==> src/rtl/rgb_mixer_pkg.sv <==
// RGB mixer shared types: quadrature states, encoder FSM states, constants.
// Used by rgb_debounce and rgb_encoder_channel (see RGB_ENC_DEBOUNCE_EN there).
package rgb_mixer_pkg;

  typedef enum logic [1:0] {
    Q00 = 2'b00,
    Q10 = 2'b10,
    Q11 = 2'b11,
    Q01 = 2'b01
  } quad_state_t;

  typedef enum logic {
    ARM = 1'b0,
    RUN = 1'b1
  } enc_state_t;

  localparam int ARM_CYCLES = 3;
  localparam int PHASE_FULL = 4;

  // Clockwise successor of a quadrature state.
  function automatic quad_state_t quad_next(
    input quad_state_t s
  );
    quad_state_t n;
    n = Q00;
    unique case (s)
      Q00: n = Q10;
      Q10: n = Q11;
      Q11: n = Q01;
      Q01: n = Q00;
      default: n = Q00;
    endcase
    return n;
  endfunction

endpackage

==> src/rtl/rgb_debounce.sv <==
// Single-pin two-flop synchroniser plus stability filter.
// Filter exists only when RGB_ENC_DEBOUNCE_EN is defined.
module rgb_debounce
  import rgb_mixer_pkg::*;
#(
  parameter int DEBOUNCE_CYCLES = 255
) (
  input  logic clk,
  input  logic rst_n,
  input  logic pin,
  input  logic load,
  output logic sync,
  output logic stable
);

  logic [1:0] sync_q;

  // Two-stage synchroniser for the asynchronous pin.
  always_ff @(posedge clk) begin
    if (!rst_n) begin
      sync_q <= 2'b00;
    end else begin
      sync_q <= {sync_q[0], pin};
    end
  end

  assign sync = sync_q[1];

`ifdef RGB_ENC_DEBOUNCE_EN

  localparam logic [15:0] LIMIT =
    16'(DEBOUNCE_CYCLES);

  logic [15:0] cnt;
  logic        stable_q;

  // Accept a new level only after it has held long enough.
  always_ff @(posedge clk) begin
    if (!rst_n) begin
      cnt      <= 16'd0;
      stable_q <= 1'b0;
    end else if (load) begin
      cnt      <= 16'd0;
      stable_q <= sync;
    end else if (sync == stable_q) begin
      cnt <= 16'd0;
    end else if (cnt == LIMIT) begin
      cnt      <= 16'd0;
      stable_q <= sync;
    end else begin
      cnt <= cnt + 16'd1;
    end
  end

  assign stable = stable_q;

`else

  logic        unused_load;
  logic [15:0] unused_cfg;

  assign unused_load = load;
  assign unused_cfg  = 16'(DEBOUNCE_CYCLES);
  assign stable      = sync;

`endif

endmodule

==> src/rtl/rgb_encoder_channel.sv <==
// One colour channel: encoder pins -> quadrature decode -> saturating level.
// RGB_ENC_DEBOUNCE_EN enables the per-pin debounce filter.
module rgb_encoder_channel
  import rgb_mixer_pkg::*;
#(
  parameter int WIDTH           = 8,
  parameter int DEBOUNCE_CYCLES = 255,
  parameter int STEP            = 1
) (
  input  logic             clk,
  input  logic             rst_n,
  input  logic             ena,
  input  logic             enc_a,
  input  logic             enc_b,
  output logic [WIDTH-1:0] level,
  output logic             step_up,
  output logic             step_down,
  output logic             enc_err
);

  localparam logic [1:0] ARM_LAST =
    2'(ARM_CYCLES - 1);
  localparam logic signed [3:0] FULL_P =
    4'(PHASE_FULL);
  localparam logic signed [3:0] FULL_N =
    -FULL_P;
  localparam logic [WIDTH:0] LVL_MAX =
    {1'b0, {WIDTH{1'b1}}};
  localparam logic [WIDTH:0] STEP_W =
    (WIDTH + 1)'(STEP);

  enc_state_t  state;
  logic [1:0]  arm_cnt;
  logic        arm_done;
  logic        load;
  logic        sync_a;
  logic        sync_b;
  logic        stable_a;
  logic        stable_b;
  quad_state_t cur;
  quad_state_t prev;
  logic signed [2:0] acc;
  logic signed [3:0] acc_nx;
  logic        moved;
  logic        fwd;
  logic        rev;
  logic        diag;
  logic        at_home;
  logic        det_up;
  logic        det_dn;
  logic [WIDTH:0]   lvl_up;
  logic [WIDTH:0]   lvl_dn;
  logic [WIDTH-1:0] up_sat;
  logic [WIDTH-1:0] dn_sat;

  assign arm_done = (arm_cnt == ARM_LAST);
  assign load     = (state == ARM) && arm_done;

  rgb_debounce #(
    .DEBOUNCE_CYCLES(DEBOUNCE_CYCLES)
  ) u_deb_a (
    .clk   (clk),
    .rst_n (rst_n),
    .pin   (enc_a),
    .load  (load),
    .sync  (sync_a),
    .stable(stable_a)
  );

  rgb_debounce #(
    .DEBOUNCE_CYCLES(DEBOUNCE_CYCLES)
  ) u_deb_b (
    .clk   (clk),
    .rst_n (rst_n),
    .pin   (enc_b),
    .load  (load),
    .sync  (sync_b),
    .stable(stable_b)
  );

  assign cur     = quad_state_t'({stable_a, stable_b});
  assign moved   = (cur != prev);
  assign diag    = ((cur ^ prev) == 2'b11);
  assign fwd     = moved && (cur == quad_next(prev));
  assign rev     = moved && (prev == quad_next(cur));
  assign at_home = (cur == Q00);

  // Phase count after this cycle's transition, one bit wider.
  always_comb begin
    acc_nx = {acc[2], acc};
    if (fwd) acc_nx = acc_nx + 4'sd1;
    if (rev) acc_nx = acc_nx - 4'sd1;
  end

  assign det_up = fwd && at_home && (acc_nx == FULL_P);
  assign det_dn = rev && at_home && (acc_nx == FULL_N);

  assign lvl_up = {1'b0, level} + STEP_W;
  assign lvl_dn = {1'b0, level} - STEP_W;
  assign up_sat = (lvl_up > LVL_MAX) ?
                  {WIDTH{1'b1}} : lvl_up[WIDTH-1:0];
  assign dn_sat = lvl_dn[WIDTH] ?
                  '0 : lvl_dn[WIDTH-1:0];

  // Arm sequencing, quadrature tracking, detent pulses and level.
  always_ff @(posedge clk) begin
    if (!rst_n) begin
      state     <= ARM;
      arm_cnt   <= 2'd0;
      prev      <= Q00;
      acc       <= 3'sd0;
      level     <= '0;
      step_up   <= 1'b0;
      step_down <= 1'b0;
      enc_err   <= 1'b0;
    end else begin
      step_up   <= 1'b0;
      step_down <= 1'b0;
      enc_err   <= 1'b0;
      unique case (state)
        ARM: begin
          if (arm_done) begin
            state <= RUN;
            prev  <= quad_state_t'({sync_a, sync_b});
            acc   <= 3'sd0;
          end else begin
            arm_cnt <= arm_cnt + 2'd1;
          end
        end
        RUN: begin
          unique case (1'b1)
            diag: begin
              prev    <= cur;
              acc     <= 3'sd0;
              enc_err <= ena;
            end
            fwd, rev: begin
              prev <= cur;
              acc  <= at_home ? 3'sd0 : acc_nx[2:0];
              if (ena && det_up) begin
                step_up <= 1'b1;
                level   <= up_sat;
              end
              if (ena && det_dn) begin
                step_down <= 1'b1;
                level     <= dn_sat;
              end
            end
            default: begin
            end
          endcase
        end
        default: begin
          state <= ARM;
        end
      endcase
    end
  end

endmodule

==> config.mk <==
export PLATFORM = sky130hd
export DESIGN_NAME = rgb_encoder_channel
export DESIGN_NICKNAME = d
export VERILOG_FILES = /design/src/rtl/rgb_mixer_pkg.sv /design/src/rtl/rgb_debounce.sv /design/src/rtl/rgb_encoder_channel.sv
export SDC_FILE = /design/constraint.sdc
export NUM_CORES = 1
export LEC_CHECK = 0
export CORE_UTILIZATION = 55
export DETAILED_ROUTE_END_ITERATION = 8
export MAX_ROUTING_LAYER = met4
export PLACE_DENSITY = 0.77
export SKIP_CTS_REPAIR_TIMING = 1
export SLEW_MARGIN = 20
export SYNTH_ARGS = -nofsm -noshare
export SYNTH_HDL_FRONTEND = slang
export SYNTH_SLANG_ARGS = --single-unit
==> constraint.sdc <==
create_clock -name clk -period 5.7 [get_ports clk]
set_input_delay 1.14 -clock clk [delete_from_list [all_inputs] [get_ports clk]]
set_output_delay 1.14 -clock clk [all_outputs]
set_load 0.01 [all_outputs]
; ---- After elaboration in Yosys (flattened, before gate mapping)
; Index checks and enable logic that the tools add are counted.
[op_classes]
n_addsub = 5
multipliers = 0
div_mod_pow = 0
magnitude_cmp = 1
n_eq_ne = 16
shift = 0
n_mux = 19
n_bitwise = 3
n_reduce_logical = 19
[ops]
columns = cell, n
row1 = $mux 8, 4
row2 = $pmux 2 s4, 2
row3 = $eq 2x2->1 const B, 6
row4 = $pmux 3 s2, 2
row5 = $add 8x1->9 const B, 1
row6 = $gt 9x8->1 const B, 1
row7 = $reduce_and 3->1, 3
row8 = $sub 8x1->9 const B, 1
row9 = $logic_and 1x1->1, 8
row10 = $mux 4, 2
row11 = $mux 3, 2
row12 = $reduce_and 2->1, 3
row13 = $add 3x2->4 const B, 1
row14 = $eq 2x1->1 const B, 2
row15 = $eq 2x2->1, 2
row16 = $eq 4x3->1 const B, 1
row17 = $eq 4x4->1 const B, 1
row18 = $logic_not 2->1, 2
row19 = $mux 1, 4
row20 = $mux 2, 2
row21 = $ne 2x2->1 const B, 2
row22 = $pmux 2 s2, 1
row23 = $sub 4x2->4 const B, 1
row24 = $ne 3x1->1 const B, 1
row25 = other kinds (7), 8
[totals]
reg_bits = 23
latch_bits = 0
ramBits = 0
romBits = 0
input_bits = 5
n_memories = 0

; ---- Logic depth before layout (Yosys ltp)
; Gate-level depths: netlist of the first run.
[depth]
ltp_word = 12
mapped_depth = 12

; ---- Hierarchy
; A second synthesis of the first run with hierarchy kept.
[unflattened]
cells_unflattened = 215
hier_area_um2 = 1791.7
[by_module_without_submodules]
columns = mod, n_inst, cells_each, area_per_inst_um2, seq_area_each_um2
row1 = rgb_encoder_channel, 1, 205, 1671.6, 380.4
row2 = rgb_debounce, 2, 5, 60.1, 40.0

; ---- Worst setup path after synthesis of the first run
; No wires, ideal clock.
[synth_path]
path_type = input port to flip-flop
startpoint = input ena
endpoint = register level[0]
setup_time_ns = 0.116
arrival_ns = 2.571
slack_ns = 3.013
path_stages = 6
path_buffers = 0
cell_sequence = or3b_4 -> a21oi_2 -> o221ai_2 -> a211o_4 -> a211o_2 -> and3_1
[synth_between]
elab_chain_len = 3
[synth_rtl]
columns = element, line_no
row1 = "start, declared", rgb_encoder_channel.sv:12  ; input logic ena,
row2 = $logic_and 1x1->1 (on tied branches), "rgb_encoder_channel.sv:140, rgb_encoder_channel.sv:144"
row3 = $reduce_bool 2->1 (no source line), -
row4 = $reduce_and 3->1 (no source line), -
row5 = "end signal, assigned", rgb_encoder_channel.sv:142  ; level <= up_sat;
row6 = "end signal, assigned", rgb_encoder_channel.sv:146  ; level <= dn_sat;
row7 = "end, declared", rgb_encoder_channel.sv:15  ; output logic [WIDTH-1:0] level,
; Several ways; a longest one is shown, not always the timed one.
; A chain may end at the register's enable or synchronous reset.

; ---- Worst setup path after layout of the first run
[layout_path]
startpoint = register prev[0]
endpoint = register level[6]
[layout_between]
elab_chain_len = 12
[layout_rtl]
columns = element, line_no
row1 = "start, declared", rgb_encoder_channel.sv:41  ; quad_state_t prev;
row2 = "start signal, assigned", rgb_encoder_channel.sv:124  ; prev <= quad_state_t'({sync_a, sync_b});
row3 = "start signal, assigned", rgb_encoder_channel.sv:133  ; prev <= cur;
row4 = "start signal, assigned", rgb_encoder_channel.sv:138  ; prev <= cur;
row5 = "$eq 2x1->1, or another cell as far along", rgb_mixer_pkg.sv:26  ; unique case (s)
row6 = $pmux 2 s4, rgb_mixer_pkg.sv:26
row7 = $eq 2x2->1, rgb_encoder_channel.sv:84  ; assign fwd = moved && (cur == quad_next(prev));
row8 = $logic_and 1x1->1, rgb_encoder_channel.sv:84
row9 = $mux 4, rgb_encoder_channel.sv:91  ; if (fwd) acc_nx = acc_nx + 4'sd1;
row10 = $sub 4x2->4, rgb_encoder_channel.sv:92  ; if (rev) acc_nx = acc_nx - 4'sd1;
row11 = $mux 4, rgb_encoder_channel.sv:92
row12 = $eq 4x4->1 or $eq 4x3->1 (tied branches), "rgb_encoder_channel.sv:95, rgb_encoder_channel.sv:96"
row13 = $logic_and 1x1->1 (on tied branches), "rgb_encoder_channel.sv:95, rgb_encoder_channel.sv:96"
row14 = $logic_and 1x1->1 (on tied branches), "rgb_encoder_channel.sv:140, rgb_encoder_channel.sv:144"
row15 = $reduce_bool 2->1 (no source line), -
row16 = $reduce_and 3->1 (no source line), -
; Several ways; a longest one is shown, not always the timed one.

==> results.cfg, run 1 <==
[outcome]
run_status = finished, violations left
violations = design-rule violations

[synthesis]
synthCells = 209
synthTopCellsByArea = dfxtp_1, xnor2_1, ha_1, nand2_1, a21oi_1
synth_compound_gate_area_share = 0.241
synth_ff_type = dfxtp_1
async_flop_share = 0
synth_xor_area_frac = 0.0979
synth_common_cells = dfxtp_1, nand2_1, nor2_1
ys_warn_count = 0
synth-adder-area-share = 0.0442
synth_top_family_by_area = simple AND/OR/NAND/NOR gates
ys_ff_latch = 23
synthSimpleGateAreaFrac = 0.249
synth.area.mux_share = 0.0184
synth_cell_types = 53
yosys.area.top_type = dfxtp_1
avgSynthCellArea_um2 = 8.13
yosys.area.top_type_share = 0.271
synthMostInstantiatedCell = dfxtp_1
synth_area_mm2 = 0.00170
ys_seq_area_frac = 0.271
synth_edf_count = 0
syn_nets = 220

[detailed_routing]
totalWireLength_um = 3850
avgViaCountPerCell = 6.41
drc_errors = 2
met3_length_um = 240
wl_met2_um = 1750
wire_per_inst_um = 15.9
ant_nets = 0
wl_met1_um = 1800
dr_total_vias = 1552
top_layer = met4
drt-pass1-iter-count = 6
drtIter0Drc = 105

[critical_path]
reg2reg_from = prev[0]
worst-r2r-setup-slack_ns = 2.64
reg2reg_depth = 10
crit_required_ns = 5.93
worstSetupPathType = register to register
cp_data_arrival_time_ns = 3.30
end_kind = register
cp-start-kind = register
r2r_end = level[6]
cp_max_fo = 10

[cts]
cts_made_buffers = 3
cts_tree = yes
clock-sinks = 23
cts_max_path_buffers = 2
insertion_delay_ns = 0.33
cts.clk_slew.worst_paths_ns = 0.15
htree_levels = 1
cts-root-buf = clkbuf_4

[timing]
post-route-period-util = 0.538
period_minus_slack_ns = 3.06
rsz0062_at_grt = no
worstMarginPinSlew_ns = 0.648
final-max-slew-violation-count = 0
setup_tns_ns = 0
finalClockSkew_ns = 0.0117
fmax_ghz = 0.326
finalHoldViolations = 0
setup_viol = 0
slew_headroom = 0.565

[finish]
layout.nets = 223
fin_area_mm2 = 0.00182
multi_input_area_mm2 = 0.00110
drive_gt1_frac = 0.0948
antennaDiodeCount = 0
area_delta_synth_final_pct = 7.00
seqCellArea_um2 = 460
n_fill_cell = 250

[grt]
track_usage = 0.254
grt_pass1_wl_um = 6370
first_global_vias = 1357
gr-total-overflow = 0
grt_max_degree = 17
antenna_found_initial = 0

[worst_hold_path]
whs_path_depth = 1
hp-class = register to register
hold_end = u_deb_a.sync_q[1]
worstHoldStart = u_deb_a.sync_q[0]

[placed_design]
placed_cell_area_mm2 = 0.00179
port_buffers = 15
detailed_place_hpwl_um = 2770
routabilityCongestion = 0.942

[pwr]
p_leak_nw = 0.602
p_per_area_mw_per_mm2 = 192
ir_drop_mv = 0.156

[floorplan]
row_count = 19
io_pins = 16
coreArea_mm2 = 0.00285
die_w_um = 57.6
start_util = 0.596
die_y_um = 57.6
dieArea_mm2 = 0.00332

[job]
maxCapViolations = 0
layer usage:
metal,vias to the layer above,global-route usage
li1,769,-
met1,717,0.358
met2,60,0.380
met3,6,0.0408
met4,0,0.0557
met5,-,-
area by class of cell:
type / count / share of cell area
well taps: 31 / 0.0213
flip-flops and latches: 23 / 0.253
clock inverters: 1 / 0.00413
clock buffers: 3 / 0.0124
repair buffers: 15 / 0.0826
inverters: 9 / 0.0186
multi-input cells: 160 / 0.608
how the worst max path moves through the flow:
stage                           start       end  slack, ns  depth (start not counted)
floorplan                         ena  level[0]       3.01                          6
finish                        prev[0]  level[6]       2.64                         10
global placement                  ena  level[0]       2.39                          7
detailed placement                ena  level[6]       2.33                          7
global route        u_deb_a.sync_q[1]  level[6]       2.46                         10
CTS                 u_deb_a.sync_q[1]  level[6]       2.67                         10
worst max-delay path, cell delays in order, from the launching register on:
cell,delay [ns]
dfxtp_1,0.62
xnor2_1,0.21
nor2_1,0.29
a21oi_1,0.14
ha_1,0.30
and4b_1,0.24
nor4b_4,0.50
nor3_1,0.16
a41o_1,0.24
o221ai_1,0.18
o21ai_1,0.10
kinds of logic (layout without fill, tap and decap cells):
logic type      after synthesis  count (layout)
buf+inv                      26              28
flops                        23              23
mux                           3               3
simple gates                 77              77
compound gates               58              58
xor+xnor                     16              16
fa+ha+maj                     6               6
flip-flops by register name, summed over array words and instances (netlist names):
signal and cells:
u_deb_a.sync_q 2, level 8, arm_cnt 2, step_up 1
step_down 1, acc 3, enc_err 1, u_deb_b.sync_q 2
prev 2, state 1
placed cells by master (no fill, tap or decap), drive strengths merged, types with 8 or more instances in the layout:
cell | Yosys | routed
a21oi | 16 | 16
clkdlybuf4s50 | 0 | 15
dfxtp | 23 | 23
inv | 8 | 8
nand2 | 19 | 19
nand3 | 8 | 8
nor2 | 16 | 16
o21ai | 14 | 14
xnor2 | 10 | 10
where the power goes:
group          internal (mW)  switching, mW  total, mW  leakage, nW
Clock                 0.0268         0.0558     0.0826       0.0139
Sequential             0.172         0.0154      0.187        0.187
Combinational         0.0342         0.0440     0.0782        0.401
through the flow:
step           power (mW)  utilization  std cells  hold WS, ns  setup WS [ns]
6_report            0.348        0.637        242        0.460           2.64
5_1_grt             0.371        0.637        242        0.475           2.46
4_1_cts             0.350        0.637        242        0.463           2.67
3_5_place_dp        0.269        0.627        238        0.430           2.33
3_3_place_gp        0.266        0.627        238        0.414           2.39
2_1_floorplan       0.255            -        209        0.412           3.01
Note: power is estimated with default switching activity, not from simulation.
==> run 2, diff against run 1 <==
==> constraint.sdc (replaced) <==
create_clock -name clk -period 3.2 [get_ports clk]
set_input_delay 0.64 -clock clk [delete_from_list [all_inputs] [get_ports clk]]
set_output_delay 0.64 -clock clk [all_outputs]
set_load 0.01 [all_outputs]
==> run 2 against run 1 <==
  * Critical path depth down 1
  * Via count up 2.3%
  * Clock power up 80%
  * Cell count up 1.7%
  * Die area unchanged
  * Critical path type unchanged
  * Fmax up 7.4%
  * The flow still finishes with violations (design-rule violations)
==> results.cfg, run 2 (synthesized netlist as in run 1, its figures left out) <==
[cts]
cts_made_buffers = 3
insertion_delay_ns = 0.33
cts_max_path_buffers = 2
htree_levels = 1
clock-sinks = 23
cts.clk_slew.worst_paths_ns = 0.13
cts-root-buf = clkbuf_4
cts_tree = yes

[critical_path]
reg2reg_from = prev[1]
worstSetupPathType = register to register
reg2reg_depth = 9
cpPeakStageDelay_ns = 0.57
r2r_end = level[0]
cp-start-kind = register
cp_data_arrival_time_ns = 3.09
crit_family = compound AO/OA/AOI/OAI gates
end_kind = register
slowest_stage = dfxtp_1
cp_max_fo = 15
crit_required_ns = 3.43
worst-r2r-setup-slack_ns = 0.35
path_cells = xor2_1 > nor2_1 > a21oi_1 > ha_1 > and4b_1 > nand3_1 > a211o_4 > a211o_2 > and3_1
critical_path_buf_inv_count = 0

[finish]
layout.cells.non_filler = 246
n_fill_cell = 257
layout_commonest_cell = dfxtp_1
drive_gt1_frac = 0.112
multi_input_area_mm2 = 0.00110
layout.nets = 227
final_cell_mix = dfxtp_1, nand2_1, nor2_1
antennaDiodeCount = 0
seqCellArea_um2 = 460
fin_area_mm2 = 0.00185
largest_reg_flops = 8
top_regs = level: 8 flops, acc: 3 flops
area_delta_synth_final_pct = 8.76
largest-register = level

[grt]
use_met1 = 0.348
antenna_found_initial = 0
gr-total-overflow = 0
track_usage = 0.255
first_global_vias = 1410
met2_usage = 0.394
grt_busiest_layer = met2
grt_max_degree = 17
grt_pass1_wl_um = 6380
use_met3 = 0.0431

[timing]
rsz0062_at_grt = no
slew_headroom = 0.525
worstMarginPinSlew_ns = 0.707
fmax_ghz = 0.350
finalClockSkew_ns = 0.0118
setup_viol = 0
post-route-period-util = 0.892
finalHoldViolations = 0
period_minus_slack_ns = 2.85
setup_tns_ns = 0
final-max-slew-violation-count = 0

[worst_hold_path]
hp-class = register to register
whs_path_depth = 1
worstHoldStart = u_deb_b.sync_q[0]
hold_end = u_deb_b.sync_q[1]

[placed_design]
placed_cell_area_mm2 = 0.00182
detailed_place_hpwl_um = 2810
routabilityCongestion = 0.978
port_buffers = 15
dpl.cell_count = 242

[detailed_routing]
totalWireLength_um = 3920
drtIter0Drc = 80
drt-pass1-iter-count = 6
dr_total_vias = 1588
drc_errors = 2
wire_per_inst_um = 16.0
avgViaCountPerCell = 6.46
ant_nets = 0

[pwr]
switching_power_mw = 0.213
p_leak_nw = 0.623
internal_power_mw = 0.418
p_clk_frac = 0.236
p_per_area_mw_per_mm2 = 342
switching_share = 0.338
ir_drop_mv = 0.296
pwr-share-seq = 0.523
p_comb_frac = 0.240

[floorplan]
dieArea_mm2 = 0.00332
die_y_um = 57.6
io_pins = 16
start_util = 0.596
coreArea_mm2 = 0.00285
row_count = 19
die_w_um = 57.6

[job]
maxCapViolations = 0

[outcome]
run_status = finished, violations left
violations = design-rule violations
## run 2: cell count changes in the layout (fill, tap and decap cells not counted), sizes merged
cell / previous run / this run
buf: 0 / 4
## run 2: worst max-delay path by stage
stage,depth (start not counted),to,slack (ns),start
after floorplan,11,level[7],0.70,prev[1]
after global placement,7,level[0],0.40,ena
after detailed placement,7,level[0],0.36,ena
after CTS,9,level[0],0.36,prev[1]
after global routing,9,level[4],0.16,prev[1]
final,9,level[0],0.35,prev[1]
## run 2: area by class of cell
| cell class | instances | area share |
|---|---|---|
| clock buffers | 3 | 0.0122 |
| clock inverters | 1 | 0.00406 |
| inverters | 9 | 0.0183 |
| multi-input cells | 160 | 0.598 |
| flip-flops and latches | 23 | 0.249 |
| well taps | 31 | 0.0210 |
| repair buffers | 19 | 0.0975 |
## run 2: stage by stage
step	power [mW]	utilization	hold WS, ns	worst slack (ns)
5_1_grt	0.658	0.648	0.484	0.159
3_5_place_dp	0.485	0.637	0.426	0.360
4_1_cts	0.630	0.648	0.458	0.363
2_1_floorplan	0.454	-	0.412	0.705
3_3_place_gp	0.480	0.637	0.417	0.395
6_report	0.631	0.648	0.456	0.346
## run 2: power groups by stage
stage,combinational [mW],clock (mW),sequential (mW)
2_1_floorplan,0.134,0,0.320
3_3_place_gp,0.145,0,0.334
3_5_place_dp,0.149,0,0.336
4_1_cts,0.150,0.151,0.330
5_1_grt,0.164,0.160,0.333
6_report,0.152,0.149,0.330
## run 2: routing by layer
metal  part of all wire  vias to the layer above  wire, um
li1                   -                      770         -
met1               0.48                      764      1880
met2               0.47                       50      1840
met3              0.044                        4       172
met4             0.0087                        0        34
met5                  0                        -         0
